==> src/rtl/simon_show_state_if.sv <==
// Bundle between the game controller and the Simon playback stage.
// The controller (master) drives the enable and the target sequence; the
// playback stage (slave) returns the lamp drive, the colour strobe for the
// buzzer and the completion flag.
interface simon_show_state_if;
    logic        en;
    logic [31:0] sequence_val;
    logic [3:0]  sequence_len;
    logic [3:0]  led;
    logic [1:0]  colour_out;
    logic        colour_valid;
    logic        complete_show;

    modport master (
        output en,
        output sequence_val,
        output sequence_len,
        input  led,
        input  colour_out,
        input  colour_valid,
        input  complete_show
    );

    modport slave (
        input  en,
        input  sequence_val,
        input  sequence_len,
        output led,
        output colour_out,
        output colour_valid,
        output complete_show
    );
endinterface

==> src/rtl/simon_show_state.sv <==
// Simon playback stage: flashes a captured colour sequence on four one-hot
// LEDs with ON_CYCLES lit / OFF_CYCLES dark per colour, then raises
// complete_show until the controller drops en.
// Optional feature macro: SHOW_LEAD_IN_EN -- inserts a dark LEAD phase of
// OFF_CYCLES cycles before the first colour (zero-length runs skip it).
module simon_show_state #(
    parameter int ON_CYCLES  = 8,
    parameter int OFF_CYCLES = 4,
    parameter int CNT_W      = 24
) (
    input  logic               clk,
    input  logic               rst_n,
    simon_show_state_if.slave  bus
);

    typedef enum logic [2:0] {
        IDLE = 3'd0,
        LEAD = 3'd1,
        ON   = 3'd2,
        OFF  = 3'd3,
        DONE = 3'd4
    } state_t;

    localparam logic [CNT_W-1:0] ON_LAST  = CNT_W'(ON_CYCLES - 1);
    localparam logic [CNT_W-1:0] OFF_LAST = CNT_W'(OFF_CYCLES - 1);

    state_t           state, state_next;
    logic [31:0]      shadow_seq, seq_next;
    logic [3:0]       shadow_len, len_next;
    logic [CNT_W-1:0] timer, timer_next;
    logic [3:0]       index, index_next;

    logic [3:0]       pos;
    logic [31:0]      seq_shifted;
    logic [1:0]       colour_sel;
    logic [3:0]       led_next;
    logic             valid_next;
    logic             complete_next;

    logic [3:0]       led_reg;
    logic [1:0]       colour_reg;
    logic             valid_reg;
    logic             complete_reg;

    // Next-state, shadow capture, phase timer and registered-output values.
    // Outputs are derived from the *next* state so they appear on the same
    // edge the FSM enters a phase (colour 0 is visible right after capture).
    always_comb begin
        state_next  = state;
        seq_next    = shadow_seq;
        len_next    = shadow_len;
        timer_next  = timer;
        index_next  = index;

        case (state)
            IDLE: begin
                if (bus.en) begin
                    seq_next   = bus.sequence_val;
                    len_next   = bus.sequence_len;
                    index_next = '0;
                    timer_next = '0;
                    if (bus.sequence_len == 4'd0) begin
                        state_next = DONE;
                    end else begin
`ifdef SHOW_LEAD_IN_EN
                        state_next = LEAD;
`else
                        state_next = ON;
`endif
                    end
                end
            end
`ifdef SHOW_LEAD_IN_EN
            LEAD: begin
                if (timer == OFF_LAST) begin
                    timer_next = '0;
                    state_next = ON;
                end else begin
                    timer_next = timer + 1'b1;
                end
            end
`endif
            ON: begin
                if (timer == ON_LAST) begin
                    timer_next = '0;
                    state_next = OFF;
                end else begin
                    timer_next = timer + 1'b1;
                end
            end
            OFF: begin
                if (timer == OFF_LAST) begin
                    timer_next = '0;
                    if (index == shadow_len - 4'd1) begin
                        state_next = DONE;
                    end else begin
                        index_next = index + 4'd1;
                        state_next = ON;
                    end
                end else begin
                    timer_next = timer + 1'b1;
                end
            end
            DONE: begin
                state_next = DONE;
            end
            default: begin
                state_next = IDLE;
            end
        endcase

        // Dropping en aborts from anywhere; no partial completion is reported.
        if (!bus.en && state != IDLE) begin
            state_next = IDLE;
            timer_next = '0;
            index_next = '0;
        end

        // Element k sits at pair (len-1-k): first played = oldest shifted in.
        pos           = len_next - 4'd1 - index_next;
        seq_shifted   = seq_next >> {pos, 1'b0};
        colour_sel    = seq_shifted[1:0];

        led_next      = (state_next == ON) ? (4'b0001 << colour_sel) : 4'b0000;
        valid_next    = (state_next == ON) && (state != ON);
        complete_next = (state_next == DONE);
    end

    // FSM state, shadow copy of the sequence, phase timer and colour index.
    always_ff @(posedge clk or negedge rst_n) begin
        if (!rst_n) begin
            state      <= IDLE;
            shadow_seq <= '0;
            shadow_len <= '0;
            timer      <= '0;
            index      <= '0;
        end else begin
            state      <= state_next;
            shadow_seq <= seq_next;
            shadow_len <= len_next;
            timer      <= timer_next;
            index      <= index_next;
        end
    end

    // Registered outputs; colour_out holds the last shown colour between flashes.
    always_ff @(posedge clk or negedge rst_n) begin
        if (!rst_n) begin
            led_reg      <= '0;
            colour_reg   <= '0;
            valid_reg    <= 1'b0;
            complete_reg <= 1'b0;
        end else begin
            led_reg      <= led_next;
            valid_reg    <= valid_next;
            complete_reg <= complete_next;
            if (valid_next) begin
                colour_reg <= colour_sel;
            end
        end
    end

    assign bus.led           = led_reg;
    assign bus.colour_out    = colour_reg;
    assign bus.colour_valid  = valid_reg;
    assign bus.complete_show = complete_reg;

endmodule

==> src/flat_wrapper.sv <==
// flat-port wrapper written by rule: the top's interface ports become plain ports
module simon_show_state_flat 
#(
    parameter int ON_CYCLES  = 8,
    parameter int OFF_CYCLES = 4,
    parameter int CNT_W      = 24
)
  (clk, rst_n, bus_en, bus_sequence_val, bus_sequence_len, bus_led, bus_colour_out, bus_colour_valid, bus_complete_show);
  simon_show_state_if bus_i ();
  input  logic clk;
  input  logic rst_n;
  input wire logic [$bits(bus_i.en)-1:0] bus_en;
  input wire logic [$bits(bus_i.sequence_val)-1:0] bus_sequence_val;
  input wire logic [$bits(bus_i.sequence_len)-1:0] bus_sequence_len;
  output wire logic [$bits(bus_i.led)-1:0] bus_led;
  output wire logic [$bits(bus_i.colour_out)-1:0] bus_colour_out;
  output wire logic [$bits(bus_i.colour_valid)-1:0] bus_colour_valid;
  output wire logic [$bits(bus_i.complete_show)-1:0] bus_complete_show;
  assign bus_i.en = bus_en;
  assign bus_i.sequence_val = bus_sequence_val;
  assign bus_i.sequence_len = bus_sequence_len;
  assign bus_led = bus_i.led;
  assign bus_colour_out = bus_i.colour_out;
  assign bus_colour_valid = bus_i.colour_valid;
  assign bus_complete_show = bus_i.complete_show;
  simon_show_state #(.ON_CYCLES(ON_CYCLES), .OFF_CYCLES(OFF_CYCLES), .CNT_W(CNT_W)) u_core (.clk(clk), .rst_n(rst_n), .bus(bus_i));
endmodule
==> config.mk <==
export PLATFORM = sky130hd
export DESIGN_NAME = simon_show_state_flat
export DESIGN_NICKNAME = d
export VERILOG_FILES = /design/src/rtl/simon_show_state_if.sv /design/src/rtl/simon_show_state.sv /design/src/flat_wrapper.sv
export SDC_FILE = /design/constraint.sdc
export NUM_CORES = 1
export LEC_CHECK = 0
export BUFFER_PORTS_ARGS = -buffer_cell sky130_fd_sc_hd__buf_2
export CORE_MARGIN = 3
export CORE_UTILIZATION = 49
export CTS_BUF_LIST = sky130_fd_sc_hd__clkbuf_8 sky130_fd_sc_hd__clkbuf_16
export CTS_CLUSTER_DIAMETER = 60
export DETAILED_ROUTE_END_ITERATION = 6
export PLACE_DENSITY = 0.69
export REMOVE_ABC_BUFFERS = 1
export SLEW_MARGIN = 20
export SYNTH_ARGS = -nofsm -noshare
export SYNTH_HDL_FRONTEND = slang
export SYNTH_SLANG_ARGS = --single-unit
==> constraint.sdc <==
create_clock -name clk -period 5.15 [get_ports clk]
set_input_delay 0.7725 -clock clk [delete_from_list [all_inputs] [get_ports clk]]
set_output_delay 0.7725 -clock clk [all_outputs]
set_load 0.005 [all_outputs]
==> results.sh <==
export IMPL_status="completed"
export IMPL_rr_startpoint="u_core.shadow_len[0]"
export IMPL_crit_slowest_cell="fa_1"
export IMPL_syn_cell_area_sq_um=4190
export IMPL_hold_end="u_core.shadow_seq[6]"
export IMPL_post_route_period_util=0.875
export IMPL_rows=33
export IMPL_worst_slew_pin_slew_ns=0.958
export IMPL_synthTopCellsByCount="dfrtp_1, nand2_1, nor2_1, o21ai_0, mux2_2"
export IMPL_drv_cap=0
export IMPL_clockPowerShare=0.181
export IMPL_gp_congestion=0.874
export IMPL_initial_utilization=0.508
export IMPL_ir_drop_v=0.000253
export IMPL_path_buf_inv=5
export IMPL_cts_hold_buf=0
export IMPL_ioPinCount=47
export IMPL_switching_power_uw=1000
export IMPL_synth_simple_area_share=0.209
export IMPL_ys_seq_elements=75
export IMPL_clk_pin_slew_ns=0.08
export IMPL_fmax_mhz=222
export IMPL_r2r_slack_ns=0.65
export IMPL_cts_sinks=75
export IMPL_first_pass_iters=4
export IMPL_cts_max_path_buffers=2
export IMPL_clock_root_buffer="clkbuf_8"
export IMPL_dieArea_sq_um=9710
export IMPL_cts_setup_buffers=0
export IMPL_r2r_cells=19
export IMPL_powerDensity_nw_per_um2=538
export IMPL_wl_um=9110
export IMPL_min_path_cells=2
export IMPL_synth_area_mux_share=0.120
export IMPL_yosys_cell_types_count=61
export IMPL_nets=519
export IMPL_synth_top_flop_cell="dfrtp_1"
export IMPL_min_path_type="flip-flop to flip-flop"
export IMPL_htree_levels=3
export IMPL_synth_top_family_by_area="simple AND/OR/NAND/NOR gates"
export IMPL_area_delta_synth_final_pct=11.6
export IMPL_ctsResizeCount=0
export IMPL_synth_compound_area_frac=0.138
export IMPL_drtAntennaViolNets=0
export IMPL_yosysMostFrequentCell="dfrtp_1"
export IMPL_wire_per_inst_um=15.6
export IMPL_r2r_end="u_core.bus.led[2]"
export IMPL_insertion_delay_ns=0.35
export IMPL_top_register="u_core.shadow_seq"
export IMPL_die_width_um=98.5
export IMPL_p_int_uw=1520
export IMPL_grt_pass1_wl_um=15400
export IMPL_reg_top3="u_core.shadow_seq (32), u_core.timer (24)"
export IMPL_synth_xor_xnor_area_share=0.0271
export IMPL_rsz0062_at_grt="no"
export IMPL_yosys_warnings=0
export IMPL_crit_chain="inv_1, ha_1, xnor2_1, xnor2_1, nor4b_1, buf_4, nor3_1, o21ai_0, o211a_1, inv_1, ha_1, inv_1, fa_1, inv_1, nor2_1, nor2_1, mux4_2, mux2i_2, and4_1"
export IMPL_first_global_vias=3119
export IMPL_syn_inst=432
export IMPL_yosys_area_top_type="dfrtp_1"
export IMPL_layout_min_cycle_time_ns=4.50
export IMPL_largest_reg_flops=32
export IMPL_seqPwrFrac=0.334
export IMPL_skew_ns=0.0107
export IMPL_critical_path_class="flip-flop to flip-flop"
export IMPL_fin_tns_setup_ns=0
export IMPL_grt_max_degree=76
export IMPL_combPwrFrac=0.486
export IMPL_hold_start="u_core.shadow_seq[6]"
export IMPL_crit_family="adder cells"
export IMPL_drtIter0Drc=134
export IMPL_final_cells=583
export IMPL_fp_coreArea_sq_um=8260
export IMPL_cts_tree="built"
export IMPL_antenna_found_initial=0
export IMPL_setup_viol=0
export IMPL_leakage_uw=0.00207
export IMPL_vias=3328
export IMPL_synth_area_leaders="dfrtp_1, nand2_1, mux2_2"
export IMPL_seq_area_frac_synth=0.447
export IMPL_async_reset_ff_frac=1.00
export IMPL_dp_cells=567
export IMPL_die_y_um=98.5
export IMPL_drv_slew=0
export IMPL_crit_arrival_ns=4.79
export IMPL_sw_frac_of_total=0.397
export IMPL_path_max_fanout=12
export IMPL_slew_headroom=0.359
export IMPL_numCtsBuffers=9
export IMPL_startpoint_type="flip-flop"
export IMPL_portBuffers=46
export IMPL_postSynthAreaPerCell_sq_um=9.71
export IMPL_synth_top_area_share=0.447
export IMPL_n_antenna_cell=0
export IMPL_yosys_area_share_adder=0.0227
export IMPL_cp_common_cell="inv_1"
export IMPL_critPathMaxStageDelay_ns=0.70
export IMPL_dp_final_hpwl_um=6540
export IMPL_drc=0
export IMPL_drive_above_1_share=0.205
export IMPL_grt_overflow=0
export IMPL_synth_edf_count=0
export IMPL_cp_end_kind="flip-flop"
export IMPL_routed_via_density=5.71
export IMPL_grt_usage=0.195
export IMPL_hold_viol=0
export IMPL_worstPathRequired_ns=5.43
through the flow:
stage          area (sq um)  utilization  hold slack, ns  total power, uW  setup slack (ns)
2_1_floorplan          4090            -           0.440             1760             0.369
3_3_place_gp           4480        0.542           0.459             2030             0.711
3_5_place_dp           4480        0.542           0.465             2070             0.636
4_1_cts                4670        0.566           0.485             2530             0.640
5_1_grt                4680        0.567           0.509             2720             0.248
6_report               4680        0.567           0.482             2520             0.646
power groups by stage:
| stage | Clock (uW) | Sequential (uW) | Combinational (uW) |
|---|---|---|---|
| after global routing | 490 | 858 | 1370 |
| after detailed placement | 0 | 856 | 1220 |
| final | 454 | 841 | 1220 |
| after CTS | 463 | 843 | 1220 |
| after floorplan | 0 | 828 | 928 |
| after global placement | 0 | 845 | 1190 |
how the worst max path moves through the flow:
stage	depth (start not counted)	end	slack, ns	start
2_1_floorplan	11	u_core.bus.led[2]	0.37	bus_en
6_report	19	u_core.bus.led[2]	0.65	u_core.shadow_len[0]
3_5_place_dp	14	u_core.bus.led[2]	0.64	bus_en
3_3_place_gp	14	u_core.bus.led[2]	0.71	bus_en
4_1_cts	19	u_core.bus.led[2]	0.64	u_core.shadow_len[0]
5_1_grt	19	u_core.bus.led[2]	0.25	u_core.shadow_len[0]
cells by family (layout without fill, tap and decap cells):
kind of cell / Yosys count / after routing
AOI/OAI and AO/OA: 90 / 90
xor gates and xnor gates: 13 / 13
adders and majority gates: 7 / 7
buffers and inverters: 31 / 77
DFF: 75 / 75
muxes: 41 / 41
and+or+nand+nor: 175 / 175
worst register-to-register path, stage by stage, from the launching register on:
cell     delay [ns]
dfrtp_1        0.38
inv_1          0.06
ha_1           0.21
xnor2_1        0.23
xnor2_1        0.16
nor4b_1        0.08
buf_4          0.16
nor3_1         0.38
o21ai_0        0.16
o211a_1        0.15
inv_1          0.06
ha_1           0.15
inv_1          0.05
fa_1           0.70
inv_1          0.28
nor2_1         0.17
nor2_1         0.06
mux4_2         0.46
mux2i_2        0.31
and4_1         0.23
final cells by class:
cell class / count / area [sq um]
Multi-Input combinational cell: 326 / 2170
Sequential cell: 75 / 1880
Clock inverter: 7 / 68.8
Fill cell: 767 / 3580
Timing Repair Buffer: 50 / 263
Clock buffer: 9 / 124
Tap cell: 105 / 131
Inverter: 11 / 41.3
per-layer routing:
| metal | vias up | wire, um | track usage |
|---|---|---|---|
| met5 | - | 0 | 0 |
| met4 | 0 | 103 | 0.0651 |
| met3 | 9 | 325 | 0.0311 |
| met2 | 59 | 4410 | 0.300 |
| met1 | 1625 | 4270 | 0.281 |
| li1 | 1635 | - | - |
placed cells by master (no fill, tap or decap), types with 7 or more instances in the layout:
cell | netlist | final
nand2_1 | 55 | 55
xnor2_1 | 8 | 8
o31ai_1 | 8 | 8
o21ai_1 | 11 | 11
clkbuf_8 | 0 | 9
nand3_1 | 14 | 14
mux2_2 | 17 | 17
buf_2 | 3 | 45
o21ai_0 | 25 | 25
nor2_1 | 49 | 49
mux2_1 | 14 | 14
a21oi_1 | 15 | 15
inv_1 | 11 | 12
dfrtp_1 | 75 | 75
nor3_1 | 10 | 10
nor4_1 | 7 | 7
(Power assumes the default switching activity.)
